===== src/rtl/fft_pkg.sv =====
// Shared types and width helpers for the spectrum-path frame generator.
package fft_pkg;

    typedef enum logic [1:0] {
        IDLE,
        CAPTURE,
        PAD
    } state_t;

    localparam int FRAME_LEN_DEF = 1024;

    function automatic int cnt_w(input int n);
        return (n > 2) ? $clog2(n) : 1;
    endfunction

    function automatic int ptr_w(input int depth);
        return (depth > 2) ? $clog2(depth) : 1;
    endfunction

endpackage


===== src/rtl/fft_frame_fifo.sv =====
// First-word fall-through FIFO carrying {sample, last} to the output port.
import fft_pkg::*;

module fft_frame_fifo #(
    parameter int W     = 17,
    parameter int DEPTH = 4
) (
    input  logic         clk,
    input  logic         reset_n,
    input  logic         wr_en,
    input  logic [W-1:0] wr_data,
    input  logic         rd_en,
    output logic [W-1:0] rd_data,
    output logic         full,
    output logic         empty
);

    localparam int PW = ptr_w(DEPTH);

    logic [W-1:0] mem [DEPTH];
    logic [PW:0]  wr_ptr;
    logic [PW:0]  rd_ptr;

    assign empty = (wr_ptr == rd_ptr);
    assign full  = (wr_ptr[PW] != rd_ptr[PW]) &&
                   (wr_ptr[PW-1:0] == rd_ptr[PW-1:0]);

    // Empty head reads as zero so the port idles at 0 out of reset.
    assign rd_data = empty ? '0 : mem[rd_ptr[PW-1:0]];

    always_ff @(posedge clk) begin
        if (!reset_n) begin
            wr_ptr <= '0;
            rd_ptr <= '0;
        end else begin
            if (wr_en && !full)
                wr_ptr <= wr_ptr + (PW+1)'(1);
            if (rd_en && !empty)
                rd_ptr <= rd_ptr + (PW+1)'(1);
        end
    end

    always_ff @(posedge clk) begin
        if (wr_en && !full)
            mem[wr_ptr[PW-1:0]] <= wr_data;
    end

endmodule


===== src/rtl/fft_frame_gen.sv =====
// ADC stream to fixed-length AXI-Stream frames, zero-padded on overrun.
import fft_pkg::*;

module fft_frame_gen #(
    parameter int DW         = 16,
    parameter int FRAME_LEN  = FRAME_LEN_DEF,
    parameter int DEC_W      = 8,
    parameter int FIFO_DEPTH = 4
) (
    input  logic             clk,
    input  logic             reset_n,
    input  logic [DW-1:0]    adc_data,
    input  logic             adc_valid,
    input  logic [DEC_W-1:0] dec_ratio,
    input  logic             arm,
    input  logic             continuous,
    input  logic             clear_ovr,
    output logic [DW-1:0]    tdata_m,
    output logic             tvalid_m,
    output logic             tlast_m,
    input  logic             tready_m,
    output logic             busy,
    output logic             overrun,
    output logic [15:0]      frame_cnt
);

    localparam int CW = cnt_w(FRAME_LEN);
    localparam logic [CW-1:0] LAST_IDX = CW'(FRAME_LEN - 1);

    state_t           state, state_d;
    logic [CW-1:0]    cnt, cnt_d;
    logic [DEC_W-1:0] dec_cnt, dec_cnt_d;
    logic [DEC_W-1:0] ratio_r, ratio_d;
    logic [DEC_W-1:0] ratio_in, dec_inc;
    logic [15:0]      frame_cnt_d;
    logic             overrun_d;
    logic             push, drop, keep, is_last;
    logic [DW-1:0]    push_data;
    logic             full, empty;
    logic [DW:0]      head;

    assign ratio_in = (dec_ratio == '0) ? DEC_W'(1) : dec_ratio;
    assign is_last  = (cnt == LAST_IDX);
    assign keep     = adc_valid && (dec_cnt == '0);
    assign dec_inc  = dec_cnt + DEC_W'(1);

    always_comb begin
        state_d     = state;
        cnt_d       = cnt;
        dec_cnt_d   = dec_cnt;
        ratio_d     = ratio_r;
        frame_cnt_d = frame_cnt;
        push        = 1'b0;
        push_data   = '0;
        drop        = 1'b0;
        unique case (state)
            IDLE: begin
                if (arm || continuous) begin
                    state_d   = CAPTURE;
                    cnt_d     = '0;
                    dec_cnt_d = '0;
                    ratio_d   = ratio_in;
                end
            end
            CAPTURE: begin
                if (adc_valid)
                    dec_cnt_d = (dec_inc == ratio_r) ? '0 : dec_inc;
                if (keep && !full) begin
                    push      = 1'b1;
                    push_data = adc_data;
                    cnt_d     = cnt + CW'(1);
                end else if (keep) begin
                    drop    = 1'b1;
                    state_d = PAD;
                end
            end
            PAD: begin
                if (!full) begin
                    push  = 1'b1;
                    cnt_d = cnt + CW'(1);
                end
            end
            default: state_d = IDLE;
        endcase
        // Frame end overrides the per-sample counter updates above.
        if (push && is_last) begin
            frame_cnt_d = frame_cnt + 16'd1;
            cnt_d       = '0;
            dec_cnt_d   = '0;
            if (continuous) begin
                state_d = CAPTURE;
                ratio_d = ratio_in;
            end else begin
                state_d = IDLE;
            end
        end
        overrun_d = drop | (overrun & ~clear_ovr);
    end

    always_ff @(posedge clk) begin
        if (!reset_n) begin
            state     <= IDLE;
            cnt       <= '0;
            dec_cnt   <= '0;
            ratio_r   <= DEC_W'(1);
            frame_cnt <= '0;
            overrun   <= 1'b0;
        end else begin
            state     <= state_d;
            cnt       <= cnt_d;
            dec_cnt   <= dec_cnt_d;
            ratio_r   <= ratio_d;
            frame_cnt <= frame_cnt_d;
            overrun   <= overrun_d;
        end
    end

    fft_frame_fifo #(
        .W     (DW + 1),
        .DEPTH (FIFO_DEPTH)
    ) u_fifo (
        .clk     (clk),
        .reset_n (reset_n),
        .wr_en   (push),
        .wr_data ({push_data, is_last}),
        .rd_en   (tready_m),
        .rd_data (head),
        .full    (full),
        .empty   (empty)
    );

    assign tvalid_m = !empty;
    assign tdata_m  = head[DW:1];
    assign tlast_m  = head[0];
    assign busy     = (state != IDLE);

endmodule

===== config.mk =====
export PLATFORM = sky130hd
export DESIGN_NAME = fft_frame_gen
export DESIGN_NICKNAME = d
export VERILOG_FILES = /design/src/rtl/fft_pkg.sv /design/src/rtl/fft_frame_fifo.sv /design/src/rtl/fft_frame_gen.sv
export SDC_FILE = /design/constraint.sdc
export NUM_CORES = 1
export LEC_CHECK = 0
export BUFFER_PORTS_ARGS = -buffer_cell sky130_fd_sc_hd__buf_2
export CORE_ASPECT_RATIO = 1.75
export CORE_UTILIZATION = 63
export DETAILED_ROUTE_END_ITERATION = 12
export GPL_TIMING_DRIVEN = 0
export PLACE_DENSITY = 0.9
export SYNTH_ARGS = -nofsm -noshare
export SYNTH_HDL_FRONTEND = slang
export SYNTH_HIERARCHICAL = 1
export SYNTH_SLANG_ARGS = --single-unit

===== constraint.sdc =====
create_clock -name clk -period 5.7 [get_ports clk]
set_input_delay 1.14 -clock clk [delete_from_list [all_inputs] [get_ports clk]]
set_output_delay 1.14 -clock clk [all_outputs]
set_load 0.01 [all_outputs]

==> summary.txt <==
Route
  – Vias per cell: 5.942
  – M1 WL: 4589 um
  – Drt pass-1 iters: 5
  – Iter 0 DRT Violations: 237
  – DR WL met2: 7270 um
  – Top routing layer in use: met4
  – Total length of routed wires: 12850 um
  – Drc violations: 0
  – Vias: 4171
  – Met3 WL: 663 um
  – Wirelength per Cell: 18.31 um
  – Post-route ant nets: 0

Timing
  – # setup viols final: 0
  – Setup TNS Final: 0 ns
  – RSZ-0062 raised after global routing: false
  – Hold Violations, Final: 0
  – Clock Skew: 0.01068 ns
  – Minimum clock period: 3.207 ns
  – Crit share post-route: 0.5627
  – Worst Max-Slew Pin Slew: 1.183 ns
  – Slew headroom: 0.2037
  – Final worst setup slack: 2.493 ns
  – Slew Limit Fails: 0
  – F_max: 0.3118 GHz

Clock tree
  – CTS Buffer Depth: 2
  – Setup repair bufs after CTS: 0
  – CTS sink count: 121
  – Reg clk slew, reported paths: 0.05 ns
  – CTS root buf: clkbuf_16
  – Resized Gates After CTS: 0
  – Hold buffers post-CTS: 0
  – Worst skew pair latency: 0.41 ns
  – CTS tree: done
  – CTS Buf Count: 17
  – Htree depth: 4

Setup path
  – WP data arrival: 2.07 ns
  – Crit path depth: 5
  – Crit path buf inv count: 2
  – CP delay by family, top: flip-flops
  – Max FO, Critical Path: 10
  – Critical path class: reg -> out
  – CP Data Required Time: 4.56 ns
  – Crit-path max cell delay: 0.55 ns
  – Setup crit end kind: output port
  – Crit path cell chain: xor2_2 -> nor3_4 -> buf_6 -> nor2b_1 -> buf_2
  – Slowest CP cell: dfxtp_1
  – Crit start category: flip-flop
  – Worst Reg-to-Reg Cells: 6

Synthesis
  – Async SR Flop Fraction: 0
  – Dominant synthesized flop cell: edfxtp_1
  – Synth top area share: 0.3517
  – Synth area leader: edfxtp_1
  – Unique masters post-synth: 59
  – Largest cells by area after synthesis: edfxtp_1 35%, dfxtp_1 18%, mux4_2 6.6%, and2_1 3.9%, nor2b_1 3.0%
  – Syn nets: 527
  – Post-synth EDFFs: 68
  – Most instantiated library cell after synthesis: edfxtp_1
  – Seq/Total Area, Yosys: 0.5345
  – Synthesized instance count: 483
  – Synthesized area: 0.005806 mm2
  – Synth warn: 6
  – Top post-synthesis cells by count: 68 x edfxtp_1, 53 x dfxtp_1, 36 x and2_1
  – Synthesized area per cell: 12.02 um2
  – Flops & latches, synth: 121

Run status
  – Outcome: complete, no violations

Min path
  – Hold path depth: 2
  – Worst hold-check path type: reg -> reg

Place
  – Detail Placement HPWL: 8073 um
  – Port-buffer cells: 66
  – Placed cells: 670
  – Final GP Congestion: 0.8859
  – Post-Place Worst Slack: 2.180 ns

Final layout
  – Fillers: 565
  – Syn-to-layout area delta: 17.72%
  – Layout Utilization: 0.7611
  – FF/Latch Area: 0.003103 mm2
  – Fin nets: 613
  – Post-Layout Cell Count: 702
  – Area of the multi-input gates: 0.002496 mm2
  – Layout cells sized above 1: 0.2423
  – Ant diodes: 0

Power and ir drop
  – Leak: 2.674 nW
  – PD cells: 397.7 mW/mm2
  – VDD IR max: 315.2 uV
  – Total power: 2.718 mW

Floorplanning
  – IO Count: 67
  – Die Y: 129.0 um
  – Number of cell rows: 46
  – Die width: 74.57 um
  – Initial Utilization: 0.6466
  – Core Box Area: 0.008979 mm2
  – Die ar.: 0.009618 mm2

Global routing
  – Total gr overflow: 0
  – First-pass GRT wire length: 19980 um
  – GRT Util Overall: 0.2865
  – Vias in the first global route: 4088
  – Largest net degree at the start of global routing: 18
  – Initial antenna violation count: 0

Job
  – MaxCap Viol Count: 0
[stage by stage]
stage / hold WS (ns) / area (um2)
3_5_place_dp: 0.4808 / 6304
3_3_place_gp: 0.4513 / 6286
5_1_grt: 0.4984 / 6834
2_1_floorplan: 0.4444 / 5806
4_1_cts: 0.4885 / 6834
6_report: 0.4803 / 6834
[worst paths after layout]
kind	start	endpoint	slack, ns
min	frame_cnt[13]	frame_cnt[13]	0.48
max reg2reg	u_fifo/rd_ptr[1]	u_fifo/mem[3][11]	2.50
min reg2reg	frame_cnt[13]	frame_cnt[13]	0.48
max	u_fifo/wr_ptr[0]	tdata_m[9]	2.49
[state kept, by name, indices dropped and copies added, names as in the netlist, named ones only]
signal and cells:
overrun 1, dec_cnt 8, frame_cnt 16, ratio_r 8, u_fifo/wr_ptr 3, u_fifo/mem 68, state 2, cnt 10
u_fifo/rd_ptr 3
[cells in the final DEF (no fill, tap or decap), drive strengths merged, types with 3 or more instances in the layout]
| master | instances |
|---|---|
| a211o | 3 |
| a21oi | 12 |
| a31oi | 4 |
| and2 | 36 |
| and3 | 8 |
| buf | 79 |
| clkbuf | 32 |
| clkinv | 6 |
| dfxtp | 53 |
| edfxtp | 68 |
| ha | 13 |
| inv | 20 |
| mux2i | 11 |
| mux4 | 17 |
| nand2 | 28 |
| nand3 | 24 |
| nand3b | 4 |
| nand4 | 9 |
| nor2 | 20 |
| nor2b | 28 |
| nor3 | 14 |
| nor4 | 5 |
| o211ai | 7 |
| o21ai | 11 |
| or3 | 4 |
| or4 | 3 |
| xnor2 | 16 |
| xor2 | 16 |
[worst register-to-register path, stage by stage (launching register included)]
cell,delay (ns)
dfxtp_1,0.34
buf_2,0.18
xor2_1,0.45
nor3_1,0.28
nor4_1,1.04
clkbuf_1,0.47
and2_1,0.29
[area by class of cell]
class | count | area share
Sequential cell | 121 | 0.4540
Multi-Input combinational cell | 322 | 0.3653
Clock buffer | 24 | 0.07049
Timing Repair Buffer | 67 | 0.05053
Tap cell | 120 | 0.02197
Buffer | 20 | 0.01959
Inverter | 20 | 0.01098
Clock inverter | 8 | 0.007140
[layer usage]
layer,up-vias,GRT usage
li1,1947,-
met4,0,0.1121
met5,-,0
met1,1993,0.2839
met2,195,0.5411
met3,36,0.07753
[report_power, final]
| group | switching (mW) | leakage [nW] | internal, mW |
|---|---|---|---|
| logic | 0.423 | 1.36 | 0.321 |
| clock network | 0.353 | 0.260 | 0.585 |
| registers | 0.0416 | 1.06 | 0.993 |
[logic make-up (layout without fill, tap and decap cells)]
kind of cell,Yosys count,count (layout),share of synthesized area
AND/OR/NAND/NOR,194,194,0.1981
AO/OA/AOI/OAI,54,54,0.06509
flip-flops,121,121,0.5345
adder cells (fa/ha/maj),13,13,0.02802
multiplexers,28,28,0.08492
buffers and inverters,40,139,0.03599
XOR/XNOR,33,33,0.05345
No activity file was read; power rests on OpenSTA's default activity.
